--- config.mk ---
export PLATFORM = sky130hd
export DESIGN_NAME = ste_joyport_scanner_flat
export DESIGN_NICKNAME = d
export VERILOG_FILES = /design/src/rtl/ste_joyport_scanner_if.sv /design/src/rtl/ste_joyport_scanner.sv /design/src/flat_wrapper.sv
export SDC_FILE = /design/constraint.sdc
export NUM_CORES = 1
export LEC_CHECK = 0
export ABC_AREA = 1
export BUFFER_PORTS_ARGS = -buffer_cell sky130_fd_sc_hd__buf_4
export CAP_MARGIN = 20
export CORE_MARGIN = 8
export CORE_UTILIZATION = 30
export DETAILED_ROUTE_END_ITERATION = 8
export GPL_TIMING_DRIVEN = 0
export PLACE_DENSITY = 0.53
export SYNTH_ARGS = -nofsm -noshare
export SYNTH_HDL_FRONTEND = slang
export SYNTH_SLANG_ARGS = --single-unit
--- constraint.sdc ---
create_clock -name clk -period 2.3 [get_ports clk]
set_clock_uncertainty 0.05 [all_clocks]
set_input_delay 0.115 -clock clk [delete_from_list [all_inputs] [get_ports clk]]
set_output_delay 0.115 -clock clk [all_outputs]
set_load 0.02 [all_outputs]
--- src/rtl/ste_joyport_scanner_if.sv ---
// ---------------------------------------------------------------------------
// ste_joyport_scanner_if
//   Signal bundle between the STE enhanced joystick port front end and the
//   logic around it (CPU-side register block, physical pads, clock enable).
//
//   clk_en      : clock enable pacing the sample/settle counters
//   sel_wr      : one-clk strobe, load the select latch from sel_din
//   sel_din     : new select-line value (low byte of the direction register)
//   sel_out     : select lines driven to the port, active-low
//   pad_dir_n   : raw direction pins, asynchronous, active-low
//   pad_fire_n  : raw fire pins, asynchronous, active-low
//   dir_word    : {dir_stable[7:0], sel_out[7:0]}
//   fire_word   : {12'hfff, fire_stable[3:0]}
//   busy        : select-line settle window active
//
//   master : the side that drives strobes/pins and reads the words
//   slave  : the scanner itself
// ---------------------------------------------------------------------------
interface ste_joyport_scanner_if;
  logic        clk_en;
  logic        sel_wr;
  logic [7:0]  sel_din;
  logic [7:0]  sel_out;
  logic [7:0]  pad_dir_n;
  logic [3:0]  pad_fire_n;
  logic [15:0] dir_word;
  logic [15:0] fire_word;
  logic        busy;

  modport master (
    output clk_en, sel_wr, sel_din, pad_dir_n, pad_fire_n,
    input  sel_out, dir_word, fire_word, busy
  );

  modport slave (
    input  clk_en, sel_wr, sel_din, pad_dir_n, pad_fire_n,
    output sel_out, dir_word, fire_word, busy
  );
endinterface

--- src/rtl/ste_joyport_scanner.sv ---
// ---------------------------------------------------------------------------
// ste_joyport_scanner
//   Physical-side front end of the STE enhanced joystick port. Holds the
//   CPU-written select latch, synchronises and debounces the direction and
//   fire pins, and freezes direction sampling while freshly selected lines
//   settle. The finished 16-bit words go straight to the register block.
//
//   clk    : system clock
//   reset  : asynchronous, active-high reset
//   bus    : ste_joyport_scanner_if.slave (see interface header)
//
//   Parameters
//     SAMPLE_DIV     : clk_en cycles per debounce sample tick (>=1)
//     DEBOUNCE_TICKS : consecutive differing ticks needed to flip a bit (>=1)
//     SETTLE_CYCLES  : clk_en cycles of direction freeze after a select write
// ---------------------------------------------------------------------------
module ste_joyport_scanner #(
  parameter int SAMPLE_DIV     = 16,
  parameter int DEBOUNCE_TICKS = 4,
  parameter int SETTLE_CYCLES  = 8
) (
  input  logic                   clk,
  input  logic                   reset,
  ste_joyport_scanner_if.slave   bus
);

  localparam int DIV_W = (SAMPLE_DIV > 1) ? $clog2(SAMPLE_DIV) : 1;
  localparam int CNT_W = $clog2(DEBOUNCE_TICKS + 1);
  localparam int SET_W = $clog2(SETTLE_CYCLES + 1);

  localparam logic [DIV_W-1:0] DIV_LAST = DIV_W'(SAMPLE_DIV - 1);
  // Counter value on the tick that completes the debounce run.
  localparam logic [CNT_W-1:0] DB_LAST  = CNT_W'(DEBOUNCE_TICKS - 1);
  localparam logic [SET_W-1:0] SET_LOAD = SET_W'(SETTLE_CYCLES);
  localparam logic [SET_W-1:0] SET_ONE  = SET_W'(1);

  typedef enum logic {
    ST_IDLE,
    ST_SETTLE
  } state_t;

  state_t state_q, state_d;

  logic [7:0]             dir_meta, dir_sync;
  logic [3:0]             fire_meta, fire_sync;
  logic [DIV_W-1:0]       div_cnt;
  logic [SET_W-1:0]       settle_cnt;
  logic [7:0]             sel_q;
  logic [7:0]             dir_stable;
  logic [3:0]             fire_stable;
  logic [7:0][CNT_W-1:0]  dir_cnt;
  logic [3:0][CNT_W-1:0]  fire_cnt;

  logic tick;
  logic busy;
  logic settle_done;

  assign busy        = (state_q == ST_SETTLE);
  assign tick        = bus.clk_en && (div_cnt == DIV_LAST);
  // Last clk_en cycle of the window; a concurrent sel_wr overrides it.
  assign settle_done = busy && bus.clk_en && (settle_cnt == SET_ONE) && !bus.sel_wr;

  // -------------------------------------------------------------------------
  // Two-flop synchronisers, free-running on every clk. Idle pins read high.
  // -------------------------------------------------------------------------
  // NOTE: every clocked process uses non-blocking assignments so that all
  // flops sample the pre-edge values; a blocking '=' here would collapse the
  // two synchroniser stages into one.
  always_ff @(posedge clk or posedge reset) begin
    if (reset) begin
      dir_meta  <= 8'hff;
      dir_sync  <= 8'hff;
      fire_meta <= 4'hf;
      fire_sync <= 4'hf;
    end else begin
      dir_meta  <= bus.pad_dir_n;
      dir_sync  <= dir_meta;
      fire_meta <= bus.pad_fire_n;
      fire_sync <= fire_meta;
    end
  end

  // -------------------------------------------------------------------------
  // Sample tick divider. Free-running on clk_en; select writes leave its
  // phase alone.
  // -------------------------------------------------------------------------
  always_ff @(posedge clk or posedge reset) begin
    if (reset) begin
      div_cnt <= '0;
    end else if (bus.clk_en) begin
      div_cnt <= tick ? '0 : div_cnt + 1'b1;
    end
  end

  // -------------------------------------------------------------------------
  // Settle FSM: state register + next-state logic.
  // -------------------------------------------------------------------------
  always_ff @(posedge clk or posedge reset) begin
    if (reset) begin
      state_q <= ST_IDLE;
    end else begin
      state_q <= state_d;
    end
  end

  // NOTE: state_d gets its default before any branch so that no path leaves
  // it unassigned; otherwise synthesis infers a latch.
  always_comb begin
    state_d = state_q;
    if (bus.sel_wr) begin
      state_d = ST_SETTLE;
    end else if (settle_done) begin
      state_d = ST_IDLE;
    end
  end

  // Settle down-counter; reloads on every select write, even mid-window.
  always_ff @(posedge clk or posedge reset) begin
    if (reset) begin
      settle_cnt <= '0;
    end else if (bus.sel_wr) begin
      settle_cnt <= SET_LOAD;
    end else if (busy && bus.clk_en) begin
      settle_cnt <= settle_cnt - 1'b1;
    end
  end

  // Select latch: accepted on any clk, independent of clk_en.
  always_ff @(posedge clk or posedge reset) begin
    if (reset) begin
      sel_q <= 8'hff;
    end else if (bus.sel_wr) begin
      sel_q <= bus.sel_din;
    end
  end

  // -------------------------------------------------------------------------
  // Direction debounce. A select write wipes partial runs (they belong to the
  // old selection); window expiry takes a one-shot snapshot of the synced
  // pins; otherwise normal debouncing on ticks outside the window.
  // -------------------------------------------------------------------------
  always_ff @(posedge clk or posedge reset) begin
    if (reset) begin
      dir_stable <= 8'hff;
      dir_cnt    <= '0;
    end else if (bus.sel_wr) begin
      dir_cnt    <= '0;
    end else if (settle_done) begin
      dir_stable <= dir_sync;
      dir_cnt    <= '0;
    end else if (tick && !busy) begin
      for (int i = 0; i < 8; i++) begin
        if (dir_sync[i] == dir_stable[i]) begin
          dir_cnt[i] <= '0;
        end else if (dir_cnt[i] == DB_LAST) begin
          dir_stable[i] <= dir_sync[i];
          dir_cnt[i]    <= '0;
        end else begin
          dir_cnt[i] <= dir_cnt[i] + 1'b1;
        end
      end
    end
  end

  // Fire debounce: same rule, runs regardless of the settle window.
  always_ff @(posedge clk or posedge reset) begin
    if (reset) begin
      fire_stable <= 4'hf;
      fire_cnt    <= '0;
    end else if (tick) begin
      for (int i = 0; i < 4; i++) begin
        if (fire_sync[i] == fire_stable[i]) begin
          fire_cnt[i] <= '0;
        end else if (fire_cnt[i] == DB_LAST) begin
          fire_stable[i] <= fire_sync[i];
          fire_cnt[i]    <= '0;
        end else begin
          fire_cnt[i] <= fire_cnt[i] + 1'b1;
        end
      end
    end
  end

  // Outputs are plain concatenations of registered state.
  assign bus.sel_out   = sel_q;
  assign bus.busy      = busy;
  assign bus.dir_word  = {dir_stable, sel_q};
  assign bus.fire_word = {12'hfff, fire_stable};

endmodule

--- src/flat_wrapper.sv ---
// flat-port wrapper written by rule: the top's interface ports become plain ports
module ste_joyport_scanner_flat 
#(
  parameter int SAMPLE_DIV     = 16,
  parameter int DEBOUNCE_TICKS = 4,
  parameter int SETTLE_CYCLES  = 8
)
  (clk, reset, bus_clk_en, bus_sel_wr, bus_sel_din, bus_pad_dir_n, bus_pad_fire_n, bus_sel_out, bus_dir_word, bus_fire_word, bus_busy);
  ste_joyport_scanner_if bus_i ();
  input  logic clk;
  input  logic reset;
  input wire logic [$bits(bus_i.clk_en)-1:0] bus_clk_en;
  input wire logic [$bits(bus_i.sel_wr)-1:0] bus_sel_wr;
  input wire logic [$bits(bus_i.sel_din)-1:0] bus_sel_din;
  input wire logic [$bits(bus_i.pad_dir_n)-1:0] bus_pad_dir_n;
  input wire logic [$bits(bus_i.pad_fire_n)-1:0] bus_pad_fire_n;
  output wire logic [$bits(bus_i.sel_out)-1:0] bus_sel_out;
  output wire logic [$bits(bus_i.dir_word)-1:0] bus_dir_word;
  output wire logic [$bits(bus_i.fire_word)-1:0] bus_fire_word;
  output wire logic [$bits(bus_i.busy)-1:0] bus_busy;
  assign bus_i.clk_en = bus_clk_en;
  assign bus_i.sel_wr = bus_sel_wr;
  assign bus_i.sel_din = bus_sel_din;
  assign bus_i.pad_dir_n = bus_pad_dir_n;
  assign bus_i.pad_fire_n = bus_pad_fire_n;
  assign bus_sel_out = bus_i.sel_out;
  assign bus_dir_word = bus_i.dir_word;
  assign bus_fire_word = bus_i.fire_word;
  assign bus_busy = bus_i.busy;
  ste_joyport_scanner #(.SAMPLE_DIV(SAMPLE_DIV), .DEBOUNCE_TICKS(DEBOUNCE_TICKS), .SETTLE_CYCLES(SETTLE_CYCLES)) u_core (.clk(clk), .reset(reset), .bus(bus_i));
endmodule
==> flow_summary.ini <==
[sta]
fin_ws_ns = 0.657
max_freq_mhz = 609
setup_viol = 0
hold_viol = 0
fin_crit_ns = 1.64
slew_violations = 0
rsz0062_at_grt = no
slew_headroom_pct = 62.6
tightest_slew_ns = 0.562
whs_ns = 0.0551
finalCritPeriodShare_pct = 71.4
setup-tns-final_ns = 0

[die]
rows = 44
die_x_um = 136
fp.dieH_um = 136
die_area_mm2 = 0.0186
start_util_pct = 30.3
ios = 65
fp.coreArea_mm2 = 0.0143

[route]
firstDrtPassIters = 4
drc = 0
wirelength_um = 9410
wire_per_inst_um = 12.1
drtAntennaViolNets = 0
avgViaCountPerCell = 4.32
drt_iter0_markers = 155
vias = 3351

[job]
drv_cap = 0

[synth]
ys.warnings.count = 0
synth.avg_cell_area_um2 = 8.88
synth_area_leaders = dfstp_2 27%, dfrtp_1 26%, nand2_1 11%, nand3_1 5.6%, inv_1 5.5%
synthSimpleGateAreaFrac_pct = 27.5
syn_inst = 489
synthAdderAreaFrac_pct = 4.32
ys_seq_area_share_pct = 52.5
synth_seq_cells = 89
yosysUniqueCellTypes = 31
synth_top_family_by_area = simple AND/OR/NAND/NOR gates
synth_top_area_share_pct = 26.6
synth_compound_area_share_pct = 3.63
synth_xor_area_share_pct = 0.807
yosys.area.top_type = dfstp_2
netlist_area_mm2 = 0.00434
synthMuxAreaShare_pct = 0

[min_path]
min_to = u_core.dir_cnt[16]
hold_start = bus_sel_wr
hold_depth = 4
hold_class = in -> reg

[worst_setup_path]
crit_path_end_kind = register
cp_max_fo = 9
cp_data_required_time_ns = 2.47
worst-setup-path-type = reg -> reg
rr_startpoint = u_core.div_cnt[0]
rrSetupSlack_ns = 0.66
reg2reg_depth = 7
cp.arrival_ns = 1.82
start_kind = register
r2r-end = u_core.dir_cnt[1]

[layout]
multi_input_area_mm2 = 0.00162
regArea_mm2 = 0.00228
fillers = 1438
layout.nets = 625
mostFrequentLayoutCell = nand2_1
antenna_cells = 0
layout_common_cells = 130 x nand2_1, 72 x buf_4, 63 x inv_1, 49 x nand3_1, 45 x dfrtp_1
drive_gt1_share_pct = 27.2
synthToLayoutAreaGrowth_pct = 28.5

[power]
leakage_nw = 2.79
power.density_mw_per_mm2 = 730
peakVddDrop_mv = 0.306

[global_route]
grt_start_max_net_pins = 37
grt_usage_pct = 11.0
grt_pass1_wl_um = 16100
first_global_vias = 3423
antenna_found_initial = 0
grt_remaining_overflow = 0

[clock_network]
cts_tree = done
htreeDepth = 3
clock_tree.root_cell = clkbuf_16
clk_pin_slew_ns = 0.06
clock_sinks = 89
worstSkewPairLatency_ns = 0.34
cts.repair.resized = 0
cts_buffer_depth = 2
cts_made_buffers = 9

[placed_design]
place_ws_ns = 0.668
routabilityCongestion = 0.779
portBuffers = 51
dp_hpwl_um = 6680

[status]
outcome = completed
## synthesized netlist by cell type
cell and instances:
xor2_1 4, ha_1 15, clkbuf_1 1, buf_1 1, nand2_1 130, nand2_8 1, o21ai_0 11, nand3_1 49
buf_4 21, buf_8 1, buf_6 3, a21oi_1 13, clkinv_1 1, and2_1 2, dfstp_2 44, inv_4 1
buf_2 4, o21ai_1 6, nand4_1 13, nand2_4 2, nor3_4 1, nand2_2 10, dfrtp_1 45, inv_1 64
nor3_1 3, nand3_4 2, conb_1 1, nand3b_1 4, a211oi_1 1, nor2_1 33, nor2_8 2
## logic make-up after synthesis
family / after synthesis
other: 1
XOR/XNOR: 4
adder cells (fa/ha/maj): 15
AND/OR/NAND/NOR: 252
buffers and inverters: 97
flip-flops: 89
AO/OA/AOI/OAI: 31
## registers in the layout, summed over array words and instances (netlist names)
name / count
u_core.dir_cnt: 24
u_core.fire_cnt: 12
u_core.bus.sel_out: 8
u_core.dir_meta: 8
u_core.dir_stable: 8
u_core.dir_sync: 8
u_core.div_cnt: 4
u_core.fire_meta: 4
u_core.fire_stable: 4
u_core.fire_sync: 4
u_core.settle_cnt: 4
u_core.bus.busy: 1
## final cells by class
cell class              instances  area share [%]
multi-input cells             314            29.0
clock buffers                  14            5.09
clock inverters                 2           0.628
flip-flops and latches         89            40.9
well taps                     184            4.13
repair buffers                 75            11.5
inverters                      66            4.55
plain buffers                  31            4.19
## metal layers
layer | track usage (%) | wire [µm] | vias to the layer above | part of all wire [%]
met5 | 0 | 0 | - | 0
met4 | 5.25 | 152 | 0 | 1.6
met3 | 2.51 | 386 | 10 | 4.1
met2 | 18.5 | 4600 | 54 | 49
met1 | 13.0 | 4270 | 1585 | 45
li1 | - | - | 1702 | -
## critical path: stages, from the launching register on
cell	delay, ns
dfrtp_1	0.41
ha_1	0.26
nand2_4	0.10
nor2_8	0.04
nand3_4	0.10
clkinv_1	0.31
nand3_1	0.19
nand2_1	0.07
## metrics by stage
step	cells	cell area, µm²	utilization, %	power, mW
3_3_place_gp	735	5000	34.9	2.49
6_report	775	5580	39.0	4.07
2_1_floorplan	500	4390	-	2.33
5_1_grt	775	5580	39.0	4.31
4_1_cts	775	5580	39.0	4.14
3_5_place_dp	737	5040	35.2	2.53
## report_power, final
group | total, mW | switching [mW] | internal (mW)
sequential | 1.87 | 0.109 | 1.76
combinational | 0.658 | 0.377 | 0.281
clock | 1.55 | 0.586 | 0.960
## how the worst max path moves through the flow
stage | start | end | slack (ns) | depth (start not counted)
finish | u_core.div_cnt[0] | u_core.dir_cnt[1] | 0.66 | 7
global route | u_core.div_cnt[0] | u_core.fire_stable[1] | 0.55 | 6
CTS | u_core.div_cnt[0] | u_core.fire_stable[2] | 0.66 | 6
detailed placement | u_core.div_cnt[0] | u_core.dir_cnt[1] | 0.67 | 7
global placement | reset | u_core.dir_cnt[18] | 0.42 | 2
floorplan | u_core.div_cnt[0] | u_core.dir_cnt[2] | 0.89 | 9
## timing repair
item                                   in CTS  in global routing
endpoints found under the hold margin      30                  0
setup buffers                               0                  0
hold buffers                               22                  0
Power figures use the tool's default switching activity.
